$ cat src/rtl/mmio_pkg.sv
// Shared definitions for the MMIO UART transmit slot.
// Latency: n/a (types and constants only).
// Backpressure: n/a.
package mmio_pkg;

    // Register offsets within the slot; only bit [2] is decoded
    localparam logic [31:0] UART_TX_OFF_DATA = 32'h0000_0000;
    localparam logic [31:0] UART_TX_OFF_DIV  = 32'h0000_0004;

    // STATUS register bit positions
    localparam int STATUS_BUSY      = 0;
    localparam int STATUS_FULL      = 1;
    localparam int STATUS_EMPTY     = 2;
    localparam int STATUS_COUNT_LSB = 8;

    typedef enum logic [1:0] {
        TX_IDLE  = 2'd0,
        TX_START = 2'd1,
        TX_DATA  = 2'd2,
        TX_STOP  = 2'd3
    } tx_state_t;

    // A divisor below 2 cannot give a sensible bit period, so it is clamped
    function automatic logic [15:0] clamp_div(input logic [15:0] v);
        return (v < 16'd2) ? 16'd2 : v;
    endfunction

endpackage

$ cat src/rtl/sync_fifo.sv
// Single-clock FIFO with registered pointers and count.
// Latency: a push is visible on pop_dat/empty one cycle later; no bypass.
// Backpressure: push ignored when full, pop ignored when empty; caller gates on full/empty.
module sync_fifo #(
    parameter int WIDTH = 8,
    parameter int DEPTH = 16
) (
    input  logic                     clk,
    input  logic                     rst_n,
    input  logic                     push,
    input  logic [WIDTH-1:0]         push_dat,
    input  logic                     pop,
    output logic [WIDTH-1:0]         pop_dat,
    output logic                     full,
    output logic                     empty,
    output logic [$clog2(DEPTH):0]   count
);
    localparam int AW = $clog2(DEPTH);

    logic [WIDTH-1:0] mem [DEPTH];
    logic [AW:0]      wptr_q, wptr_d;
    logic [AW:0]      rptr_q, rptr_d;
    logic             push_ok;
    logic             pop_ok;

    // Pointers carry one extra wrap bit so full and empty are distinguishable
    assign empty   = (wptr_q == rptr_q);
    assign full    = (wptr_q[AW] != rptr_q[AW]) && (wptr_q[AW-1:0] == rptr_q[AW-1:0]);
    assign count   = wptr_q - rptr_q;
    assign pop_dat = mem[rptr_q[AW-1:0]];
    assign push_ok = push && !full;
    assign pop_ok  = pop && !empty;

    // Next pointer values
    always_comb begin
        wptr_d = wptr_q;
        rptr_d = rptr_q;
        if (push_ok) wptr_d = wptr_q + 1'b1;
        if (pop_ok)  rptr_d = rptr_q + 1'b1;
    end

    // Pointer registers
    always_ff @(posedge clk or negedge rst_n) begin
        if (!rst_n) begin
            wptr_q <= '0;
            rptr_q <= '0;
        end else begin
            wptr_q <= wptr_d;
            rptr_q <= rptr_d;
        end
    end

    // Storage needs no reset: entries are only read after being written
    always_ff @(posedge clk) begin
        if (push_ok) mem[wptr_q[AW-1:0]] <= push_dat;
    end

endmodule

$ cat src/rtl/mmio_uart_tx_buffered.sv
// MMIO responder that queues written bytes and sends them 8N1 on uart_tx.
// Latency: read data one cycle after accept; a byte written to an idle unit starts its start bit two cycles later.
// Backpressure: DATA writes stall while the FIFO is full; reads stall while a response is being presented.
module mmio_uart_tx_buffered
    import mmio_pkg::*;
#(
    parameter int FMAX_MHz = 27,
    parameter int BAUD     = 115200,
    parameter int DEPTH    = 16
) (
    input  logic        clk,
    input  logic        rst_n,
    output logic        req_ready,
    input  logic        req_valid,
    input  logic [31:0] req_addr,
    input  logic        req_wen,
    input  logic [31:0] req_wdata,
    output logic        resp_valid,
    output logic [31:0] resp_rdata,
    output logic        uart_tx
);
    localparam int          DIV_DEFAULT = FMAX_MHz * 1_000_000 / BAUD;
    localparam logic [15:0] DIV_RST     = 16'(DIV_DEFAULT);
    localparam int          CW          = $clog2(DEPTH) + 1;

    logic            is_div, is_data, accept, push, pop, last;
    logic            fifo_full, fifo_empty;
    logic [CW-1:0]   fifo_count;
    logic [7:0]      pop_dat;
    logic [31:0]     status;
    logic            unused_bits;

    logic            resp_valid_q, resp_valid_d;
    logic [31:0]     resp_rdata_q, resp_rdata_d;
    logic [15:0]     div_q, div_d;
    tx_state_t       state_q, state_d;
    logic [15:0]     cnt_q, cnt_d;
    logic [2:0]      bit_q, bit_d;
    logic [7:0]      shift_q, shift_d;
    logic [15:0]     fdiv_q, fdiv_d;
    logic            tx_q, tx_d;

    assign is_div      = (req_addr[2] == UART_TX_OFF_DIV[2]);
    assign is_data     = (req_addr[2] == UART_TX_OFF_DATA[2]);
    assign req_ready   = req_wen ? !(is_data && fifo_full) : !resp_valid_q;
    assign accept      = req_valid && req_ready;
    assign push        = accept && req_wen && is_data;
    assign last        = (cnt_q == fdiv_q - 16'd1);
    assign resp_valid  = resp_valid_q;
    assign resp_rdata  = resp_rdata_q;
    assign uart_tx     = tx_q;
    assign unused_bits = ^{req_addr[31:3], req_addr[1:0], req_wdata[31:16]};

    sync_fifo #(.WIDTH(8), .DEPTH(DEPTH)) u_fifo (
        .clk      (clk),
        .rst_n    (rst_n),
        .push     (push),
        .push_dat (req_wdata[7:0]),
        .pop      (pop),
        .pop_dat  (pop_dat),
        .full     (fifo_full),
        .empty    (fifo_empty),
        .count    (fifo_count)
    );

    // STATUS word assembled from live FIFO/FSM state
    always_comb begin
        status                              = '0;
        status[STATUS_BUSY]                 = !fifo_empty || (state_q != TX_IDLE);
        status[STATUS_FULL]                 = fifo_full;
        status[STATUS_EMPTY]                = fifo_empty;
        status[STATUS_COUNT_LSB +: 8]       = 8'(fifo_count);
    end

    // Register writes and the one-cycle read response
    always_comb begin
        div_d        = div_q;
        resp_valid_d = accept && !req_wen;
        resp_rdata_d = resp_rdata_q;
        if (accept && req_wen && is_div) div_d = clamp_div(req_wdata[15:0]);
        if (resp_valid_d) resp_rdata_d = is_div ? {16'b0, div_q} : status;
    end

    // TX FSM: the divisor is latched per frame so a mid-frame write waits for the next start
    always_comb begin
        state_d = state_q;
        cnt_d   = cnt_q;
        bit_d   = bit_q;
        shift_d = shift_q;
        fdiv_d  = fdiv_q;
        tx_d    = tx_q;
        pop     = 1'b0;
        case (state_q)
            TX_IDLE: begin
                if (!fifo_empty) begin
                    pop     = 1'b1;
                    shift_d = pop_dat;
                    fdiv_d  = div_q;
                    cnt_d   = '0;
                    bit_d   = '0;
                    tx_d    = 1'b0;
                    state_d = TX_START;
                end
            end
            TX_START: begin
                if (last) begin
                    cnt_d   = '0;
                    tx_d    = shift_q[0];
                    state_d = TX_DATA;
                end else begin
                    cnt_d = cnt_q + 16'd1;
                end
            end
            TX_DATA: begin
                if (last) begin
                    cnt_d = '0;
                    if (bit_q == 3'd7) begin
                        tx_d    = 1'b1;
                        state_d = TX_STOP;
                    end else begin
                        bit_d   = bit_q + 3'd1;
                        shift_d = {1'b0, shift_q[7:1]};
                        tx_d    = shift_q[1];
                    end
                end else begin
                    cnt_d = cnt_q + 16'd1;
                end
            end
            TX_STOP: begin
                if (last) begin
                    cnt_d   = '0;
                    state_d = TX_IDLE;
                end else begin
                    cnt_d = cnt_q + 16'd1;
                end
            end
            default: state_d = TX_IDLE;
        endcase
    end

    // State registers; reset aborts any frame and drives the line high immediately
    always_ff @(posedge clk or negedge rst_n) begin
        if (!rst_n) begin
            resp_valid_q <= 1'b0;
            resp_rdata_q <= '0;
            div_q        <= DIV_RST;
            state_q      <= TX_IDLE;
            cnt_q        <= '0;
            bit_q        <= '0;
            shift_q      <= '0;
            fdiv_q       <= DIV_RST;
            tx_q         <= 1'b1;
        end else begin
            resp_valid_q <= resp_valid_d;
            resp_rdata_q <= resp_rdata_d;
            div_q        <= div_d;
            state_q      <= state_d;
            cnt_q        <= cnt_d;
            bit_q        <= bit_d;
            shift_q      <= shift_d;
            fdiv_q       <= fdiv_d;
            tx_q         <= tx_d;
        end
    end

endmodule

$ cat config.mk
export PLATFORM = sky130hd
export DESIGN_NAME = mmio_uart_tx_buffered
export DESIGN_NICKNAME = d
export VERILOG_FILES = /design/src/rtl/mmio_pkg.sv /design/src/rtl/sync_fifo.sv /design/src/rtl/mmio_uart_tx_buffered.sv
export SDC_FILE = /design/constraint.sdc
export NUM_CORES = 1
export LEC_CHECK = 0
export CAP_MARGIN = 20
export CORE_ASPECT_RATIO = 1.75
export CORE_UTILIZATION = 57
export DETAILED_ROUTE_END_ITERATION = 10
export PLACE_DENSITY_LB_ADDON = 0.25
export SETUP_SLACK_MARGIN = 0.4
export SYNTH_ARGS = -nofsm -noshare
export SYNTH_HDL_FRONTEND = slang
export SYNTH_HIERARCHICAL = 1
export SYNTH_SLANG_ARGS = --single-unit
$ cat constraint.sdc
create_clock -name clk -period 3.8 [get_ports clk]
set_clock_uncertainty 0.2 [all_clocks]
set_input_delay 0.76 -clock clk [delete_from_list [all_inputs] [get_ports clk]]
set_output_delay 0.76 -clock clk [all_outputs]
set_load 0.005 [all_outputs]
==> impl_metrics.sql, run 1 <==
INSERT INTO impl_metrics (metric_group, metric, value, unit) VALUES
('status', 'outcome', 'finished clean', ''),
('global_routing', 'grt_pass1_vias', '6616', ''),
('die', 'ioPinCount', '103', ''),
('place', 'port-buffer-count', '39', ''),
('yosys', 'yosysTopAreaCellShare', '37.5', '%'),
('clocking', 'clock_root_buffer', 'sky130_fd_sc_hd__clkbuf_16', ''),
('finish', 'finalCoreUtilization', '66.6', '%'),
('yosys', 'synth-edff-count', '128', ''),
('finish', 'diodes', '0', ''),
('clocking', 'tritoncts.num_buffers', '20', ''),
('drt', 'vias_per_cell', '6.12', ''),
('die', 'design.die.area', '18500', 'sq um'),
('place', 'finalWeightedCongestion', '0.875', ''),
('timing', 'final.min_clock_period', '3.38', 'ns'),
('timing', 'max_clock_freq', '296', 'MHz'),
('clocking', 'clkSinkCount', '217', ''),
('yosys', 'number_of_different_library_cells_in_the_post_synthesis_netlist', '78', ''),
('finish', 'area_growth', '13.9', '%'),
('worst_setup_path', 'cp-start-kind', 'flop', ''),
('drt', 'via_count', '6516', ''),
('global_routing', 'globalRouteOverflowTotal', '0', ''),
('die', 'coreArea', '17500', 'sq um'),
('yosys', 'ys_top_cells_by_count', 'sky130_fd_sc_hd__edfxtp_1, sky130_fd_sc_hd__dfrtp_1, sky130_fd_sc_hd__nand2_1', ''),
('yosys', 'synthFlopType', 'sky130_fd_sc_hd__edfxtp_1', ''),
('drt', 'detailedRoute.firstIterationViolations', '307', ''),
('worst_setup_path', 'critical_path_arrival', '2.42', 'ns'),
('place', 'place_hpwl', '16.2', 'mm'),
('timing', 'fin_ws', '0.420', 'ns'),
('global_routing', 'wire_length_of_the_first_global_routing_pass', '35.5', 'mm'),
('clocking', 'cts_tree', 'done', ''),
('yosys', 'synth-seq-cells', '217', ''),
('yosys', 'synth_seq_area_share', '59.4', '%'),
('finish', 'stdcell_count', '1064', ''),
('yosys', 'synth_largest_area_cell', 'sky130_fd_sc_hd__edfxtp_1', ''),
('yosys', 'syn-instance-count', '765', ''),
('timing', 'tightest_slew', '0.909', 'ns'),
('worst_setup_path', 'timing_worst_setup_path_type', 'flop to primary output', ''),
('die', 'fp.dieH', '179', 'um'),
('finish', 'multi_input_comb_area', '3830', 'sq um'),
('die', 'start_util', '58.4', '%'),
('drt', 'drc_errors', '0', ''),
('finish', 'nets', '906', ''),
('finish', 'sequential_cell_area', '6090', 'sq um'),
('min_path', 'hp-class', 'input port to async pin', ''),
('yosys', 'postSynthAreaPerCell', '13.4', 'sq um'),
('pwr', 'vdd_ir_drop_max', '439', 'uV'),
('worst_setup_path', 'crit_fanout', '4', ''),
('worst_setup_path', 'worst_path_max_delay_cell', 'sky130_fd_sc_hd__clkdlybuf4s50_1', ''),
('worst_setup_path', 'critPathMaxStageDelay', '0.45', 'ns'),
('global_routing', 'gr-usage-all-layers', '26.0', '%'),
('finish', 'nFillCells', '1216', ''),
('place', 'dpl.cell_count', '1020', ''),
('timing', 'max-slew-margin-rel', '39.3', '%'),
('place', 'postPlaceCellArea', '10800', 'sq um'),
('yosys', 'synth_most_common_cell', 'sky130_fd_sc_hd__edfxtp_1', ''),
('drt', 'drt-pass1-iter-count', '4', ''),
('worst_setup_path', 'end_kind', 'primary output', ''),
('clocking', 'clk_path_buf_depth', '3', ''),
('die', 'placement_rows', '64', ''),
('timing', 'post-route-period-util', '88.9', '%'),
('worst_setup_path', 'cp_data_required_time', '2.84', 'ns'),
('yosys', 'synth.area.top_cells', 'sky130_fd_sc_hd__edfxtp_1, sky130_fd_sc_hd__dfrtp_1, sky130_fd_sc_hd__mux2i_1', ''),
('global_routing', 'grt_max_degree', '63', ''),
('timing', 'setup_tns', '0', 'ns'),
('timing', 'finalSetupViolations', '0', ''),
('global_routing', 'antenna_found_initial', '0', ''),
('clocking', 'worst_skew_pair.late_latency', '0.49', 'ns'),
('finish', 'ratio_of_cells_with_drive_above_1_in_the_final_layout', '18.2', '%'),
('drt', 'drt_total_wl', '23.3', 'mm'),
('clocking', 'cts.htree.levels', '1', ''),
('worst_setup_path', 'critical_path.cell_chain', 'clkinvlp_4, ha_4, nand4_1, nor2_2, nor2b_4, mux2i_1, clkdlybuf4s50_1', '');
-- power by group --
| group | internal (mW) | leakage [nW] | total [mW] | switching (mW) |
|---|---|---|---|---|
| Sequential | 2.86 | 2.25 | 3.24 | 0.379 |
| Clock | 1.31 | 0.346 | 2.16 | 0.844 |
| Combinational | 1.45 | 1.82 | 3.21 | 1.76 |
-- placed cells by master (no fill, tap or decap), drive strengths merged, types with 14 or more instances in the layout --
| cell | n |
|---|---|
| o21ai | 59 |
| nor2 | 36 |
| mux2 | 23 |
| dfrtp | 78 |
| inv | 17 |
| clkbuf | 23 |
| ha | 18 |
| mux4 | 24 |
| conb | 16 |
| buf | 36 |
| xnor2 | 21 |
| clkdlybuf4s50 | 38 |
| a211oi | 14 |
| a22o | 17 |
| and3 | 14 |
| nor3 | 17 |
| nand2 | 61 |
| edfxtp | 128 |
| mux2i | 34 |
-- sequential cells by signal, indices dropped and copies added (netlist names) --
register	count
u_fifo/mem	128
fdiv_q	16
div_q	16
resp_valid	1
u_fifo/rptr_q	5
state_q	2
shift_q	8
resp_rdata	16
u_fifo/wptr_q	5
uart_tx	1
cnt_q	16
bit_q	3
-- layer usage --
layer,vias to the layer above,global-route usage [%],share of wire (%)
met2,194,48.7,55
met3,74,3.41,3.6
met4,0,14.3,5.8
met1,3291,27.3,35
met5,-,0,0
li1,2957,-,-
-- cell type report --
class	count	share of cell area (%)
sequential	217	52.2
inverter	19	0.643
tap	231	2.48
clock inverter	13	1.42
clock buffer	23	4.74
multi-input combinational	487	32.8
timing repair buffer	74	5.68
-- final timing paths --
kind                       slack (ns)  cells after the start             start       endpoint
hold / removal                   0.14                      1             rst_n      div_q[15]
setup reg to reg                 0.52                     10         fdiv_q[1]     state_q[1]
hold reg to reg                  0.29                      2     resp_rdata[9]  resp_rdata[9]
max in group asynchronous        2.53                      2             rst_n        uart_tx
setup / recovery                 0.42                      7  u_fifo/rptr_q[3]      req_ready
min in group clk                 0.29                      2     resp_rdata[9]  resp_rdata[9]
-- critical path: cells and delay by family (launching register included) --
kind	cells	cell delay (ns)
adder cells (fa/ha/maj)	1	0.32
buffers and inverters	2	0.59
flip-flops	1	0.39
multiplexers	1	0.07
AND/OR/NAND/NOR	3	0.56
-- cell families after synthesis --
logic type	share of synthesized area, %
xor+xnor	2.47
compound gates	9.11
buf+inv	4.59
mux	11.5
flops	59.4
other cells	0.0366
fa+ha+maj	2.39
simple gates	10.5
-- timing repair --
| item | CTS | global route |
|---|---|---|
| setup endpoints to repair | 34 | 18 |
| buffers inserted | 1 | 6 |
| gates cloned | 1 | 0 |
| resized for setup | 12 | 11 |
| endpoints found under the hold margin | 0 | 0 |
| pin swaps | 2 | 2 |
| hold buffers | 0 | 0 |
-- metrics by stage --
stage | total power, mW | hold slack [ns]
after floorplan | 5.45 | 0.255
after global placement | 6.11 | 0.267
after detailed placement | 6.24 | 0.274
after CTS | 8.50 | 0.166
after global routing | 9.03 | 0.198
final | 8.61 | 0.142
Power figures use the tool's default switching activity.
==> run 2: changes to the inputs <==
CELL_PAD_IN_SITES_DETAIL_PLACEMENT = 1   (was not set)
CELL_PAD_IN_SITES_GLOBAL_PLACEMENT = 2   (was not set)
CORE_UTILIZATION = 40   (was 57)
==> impl_metrics.sql, run 2 (synthesis results as in run 1) <==
INSERT INTO impl_metrics (metric_group, metric, value, unit) VALUES
('min_path', 'hp-class', 'input port to async pin', ''),
('drt', 'detail-route-antenna-nets', '0', ''),
('clocking', 'cts_tree', 'done', ''),
('worst_setup_path', 'end_kind', 'flop', ''),
('place', 'port-buffer-count', '39', ''),
('clocking', 'clock_root_buffer', 'sky130_fd_sc_hd__clkbuf_16', ''),
('place', 'finalWeightedCongestion', '0.801', ''),
('global_routing', 'gr-usage-all-layers', '21.2', '%'),
('finish', 'finalCoreUtilization', '47.1', '%'),
('finish', 'area_growth', '16.2', '%'),
('die', 'design.die.area', '26300', 'sq um'),
('finish', 'nets', '916', ''),
('drt', 'drc_errors', '0', ''),
('worst_setup_path', 'critical_path_arrival', '3.50', 'ns'),
('timing', 'post-route-period-util', '87.0', '%'),
('finish', 'ratio_of_cells_with_drive_above_1_in_the_final_layout', '19.9', '%'),
('worst_setup_path', 'cp_data_required_time', '4.00', 'ns'),
('global_routing', 'antenna_found_initial', '0', ''),
('clocking', 'cts.htree.levels', '1', ''),
('drt', 'via_count', '6383', ''),
('drt', 'drt_total_wl', '26.5', 'mm'),
('global_routing', 'grt_pass1_vias', '7171', ''),
('global_routing', 'wire_length_of_the_first_global_routing_pass', '41.3', 'mm'),
('timing', 'final-hold-violation-count', '0', ''),
('pwr', 'pwr-share-seq', '36.4', '%'),
('timing', 'grt_setup_unrepaired', 'yes', ''),
('die', 'fp.dieH', '214', 'um'),
('worst_setup_path', 'timing_worst_setup_path_type', 'flop to flop', ''),
('worst_setup_path', 'crit_fanout', '11', ''),
('die', 'placement_rows', '77', ''),
('flow_run', 'max_cap_viol_count', '0', ''),
('finish', 'leading_cell_type_in_the_layout_fill_and_taps_excluded', 'sky130_fd_sc_hd__edfxtp_1', ''),
('drt', 'vias_per_cell', '5.50', ''),
('pwr', 'power_density', '744', 'nW/um^2'),
('timing', 'fin_ws', '0.495', 'ns'),
('status', 'outcome', 'finished clean', ''),
('pwr', 'design_power_total', '8.85', 'mW'),
('die', 'coreArea', '25200', 'sq um'),
('pwr', 'power.leakage', '4.48', 'nW'),
('die', 'die_w', '123', 'um'),
('pwr', 'comb_power_share', '37.6', '%'),
('die', 'ioPinCount', '103', ''),
('timing', 'finalSetupViolations', '0', ''),
('clocking', 'clkSinkCount', '217', ''),
('finish', 'nFillCells', '2581', ''),
('worst_setup_path', 'worst-r2r-setup-slack', '0.50', 'ns'),
('finish', 'postLayoutCellArea', '11900', 'sq um'),
('worst_setup_path', 'cp-start-kind', 'flop', ''),
('pwr', 'intPower', '5.70', 'mW'),
('worst_setup_path', 'critical_path.reg2reg.startpoint', 'fdiv_q[2]', ''),
('place', 'postPlaceCellArea', '11000', 'sq um'),
('finish', 'largest_register_ff_count', '128', ''),
('clocking', 'clk_path_buf_depth', '3', ''),
('pwr', 'vdd_ir_drop_max', '395', 'uV'),
('timing', 'tightest_slew', '0.941', 'ns'),
('timing', 'finalHoldWorstSlack', '0.0348', 'ns'),
('worst_setup_path', 'r2r.worst_path.cells', '8', ''),
('global_routing', 'grt_max_degree', '46', ''),
('die', 'start_util', '40.6', '%'),
('drt', 'drt-pass1-iter-count', '6', ''),
('timing', 'setup_tns', '0', 'ns'),
('finish', 'stdcell_count', '1161', ''),
('global_routing', 'globalRouteOverflowTotal', '0', ''),
('timing', 'fin_max_slew_vios', '0', ''),
('place', 'dpl.cell_count', '1113', ''),
('pwr', 'netSwitchingFraction', '35.6', '%'),
('timing', 'max-slew-margin-rel', '37.1', '%'),
('place', 'place_hpwl', '19.7', 'mm'),
('pwr', 'power.switching', '3.15', 'mW'),
('timing', 'max_clock_freq', '303', 'MHz'),
('clocking', 'worst_skew_pair.late_latency', '0.52', 'ns'),
('clocking', 'hold_buffers', '0', ''),
('drt', 'detailedRoute.firstIterationViolations', '263', ''),
('timing', 'final.min_clock_period', '3.30', 'ns'),
('worst_setup_path', 'timing.rr.end', 'state_q[1]', ''),
('finish', 'diodes', '0', ''),
('place', 'worst_case_setup_slack_after_placement', '0.299', 'ns'),
('drt', 'routedWlPerCell', '22.8', 'um'),
('clocking', 'tritoncts.num_buffers', '22', ''),
('pwr', 'power_frac_clock', '25.9', '%'),
('finish', 'most-common-layout-cells', 'sky130_fd_sc_hd__edfxtp_1, sky130_fd_sc_hd__dfrtp_1, sky130_fd_sc_hd__nand2_1', ''),
('clocking', 'path_clk_slew', '0.07', 'ns');
[run 2: how the worst max path moves through the flow]
stage	startpoint	end	slack (ns)	cells past startpoint
floorplan	fdiv_q[0]	shift_q[0]	0.58	13
global placement	req_wdata[8]	div_q[9]	0.34	7
detailed placement	req_wdata[8]	div_q[0]	0.30	7
CTS	fdiv_q[1]	state_q[1]	0.36	11
global route	fdiv_q[0]	state_q[1]	0.36	11
finish	fdiv_q[2]	state_q[1]	0.50	8
[run 2: what timing repair did]
action / 4_1_cts / 5_1_grt
setup buffers: 1 / 7
gates resized for setup: 16 / 11
pin swaps: 2 / 5
setup endpoints to repair: 14 / 20
[run 2: cell type report]
class,count,area (sq um),share of cell area [%]
Tap cell,316,395,3.32
Clock buffer,26,607,5.10
Inverter,19,75.1,0.631
Multi-Input combinational cell,486,3850,32.3
Timing Repair Buffer,83,721,6.06
Clock inverter,14,165,1.39
Sequential cell,217,6090,51.2
[run 2: worst max-delay path, cell delays in order (launching register included)]
cell and delay [ns]:
sky130_fd_sc_hd__dfrtp_1 0.52, sky130_fd_sc_hd__or4_1 0.72, sky130_fd_sc_hd__nor4_2 0.32, sky130_fd_sc_hd__a311o_2 0.16, sky130_fd_sc_hd__a21oi_2 0.06, sky130_fd_sc_hd__nor4b_4 0.42, sky130_fd_sc_hd__a21oi_2 0.12, sky130_fd_sc_hd__or3_4 0.36
sky130_fd_sc_hd__mux2_4 0.31
[run 2: power groups by stage]
| stage | Clock [mW] | Sequential (mW) | Combinational [mW] |
|---|---|---|---|
| 2_1_floorplan | 0 | 3.09 | 2.37 |
| 3_3_place_gp | 0 | 3.25 | 3.06 |
| 3_5_place_dp | 0 | 3.28 | 3.20 |
| 4_1_cts | 2.36 | 3.25 | 3.29 |
| 5_1_grt | 2.42 | 3.27 | 3.65 |
| 6_report | 2.30 | 3.22 | 3.33 |
[run 2: per-layer routing]
metal | vias to the layer above | GRT usage (%) | routed length (um)
li1 | 2986 | - | -
met1 | 3275 | 22.3 | 9630
met2 | 88 | 42.8 | 15600
met3 | 34 | 2.29 | 621
met4 | 0 | 6.69 | 657
met5 | - | 0 | 0
==> run 3: changes to the inputs <==
CTS_CLUSTER_DIAMETER = 150   (was not set)
==> results of run 3 <==
Final layout, timing and power as in run 2 (identical DEF).
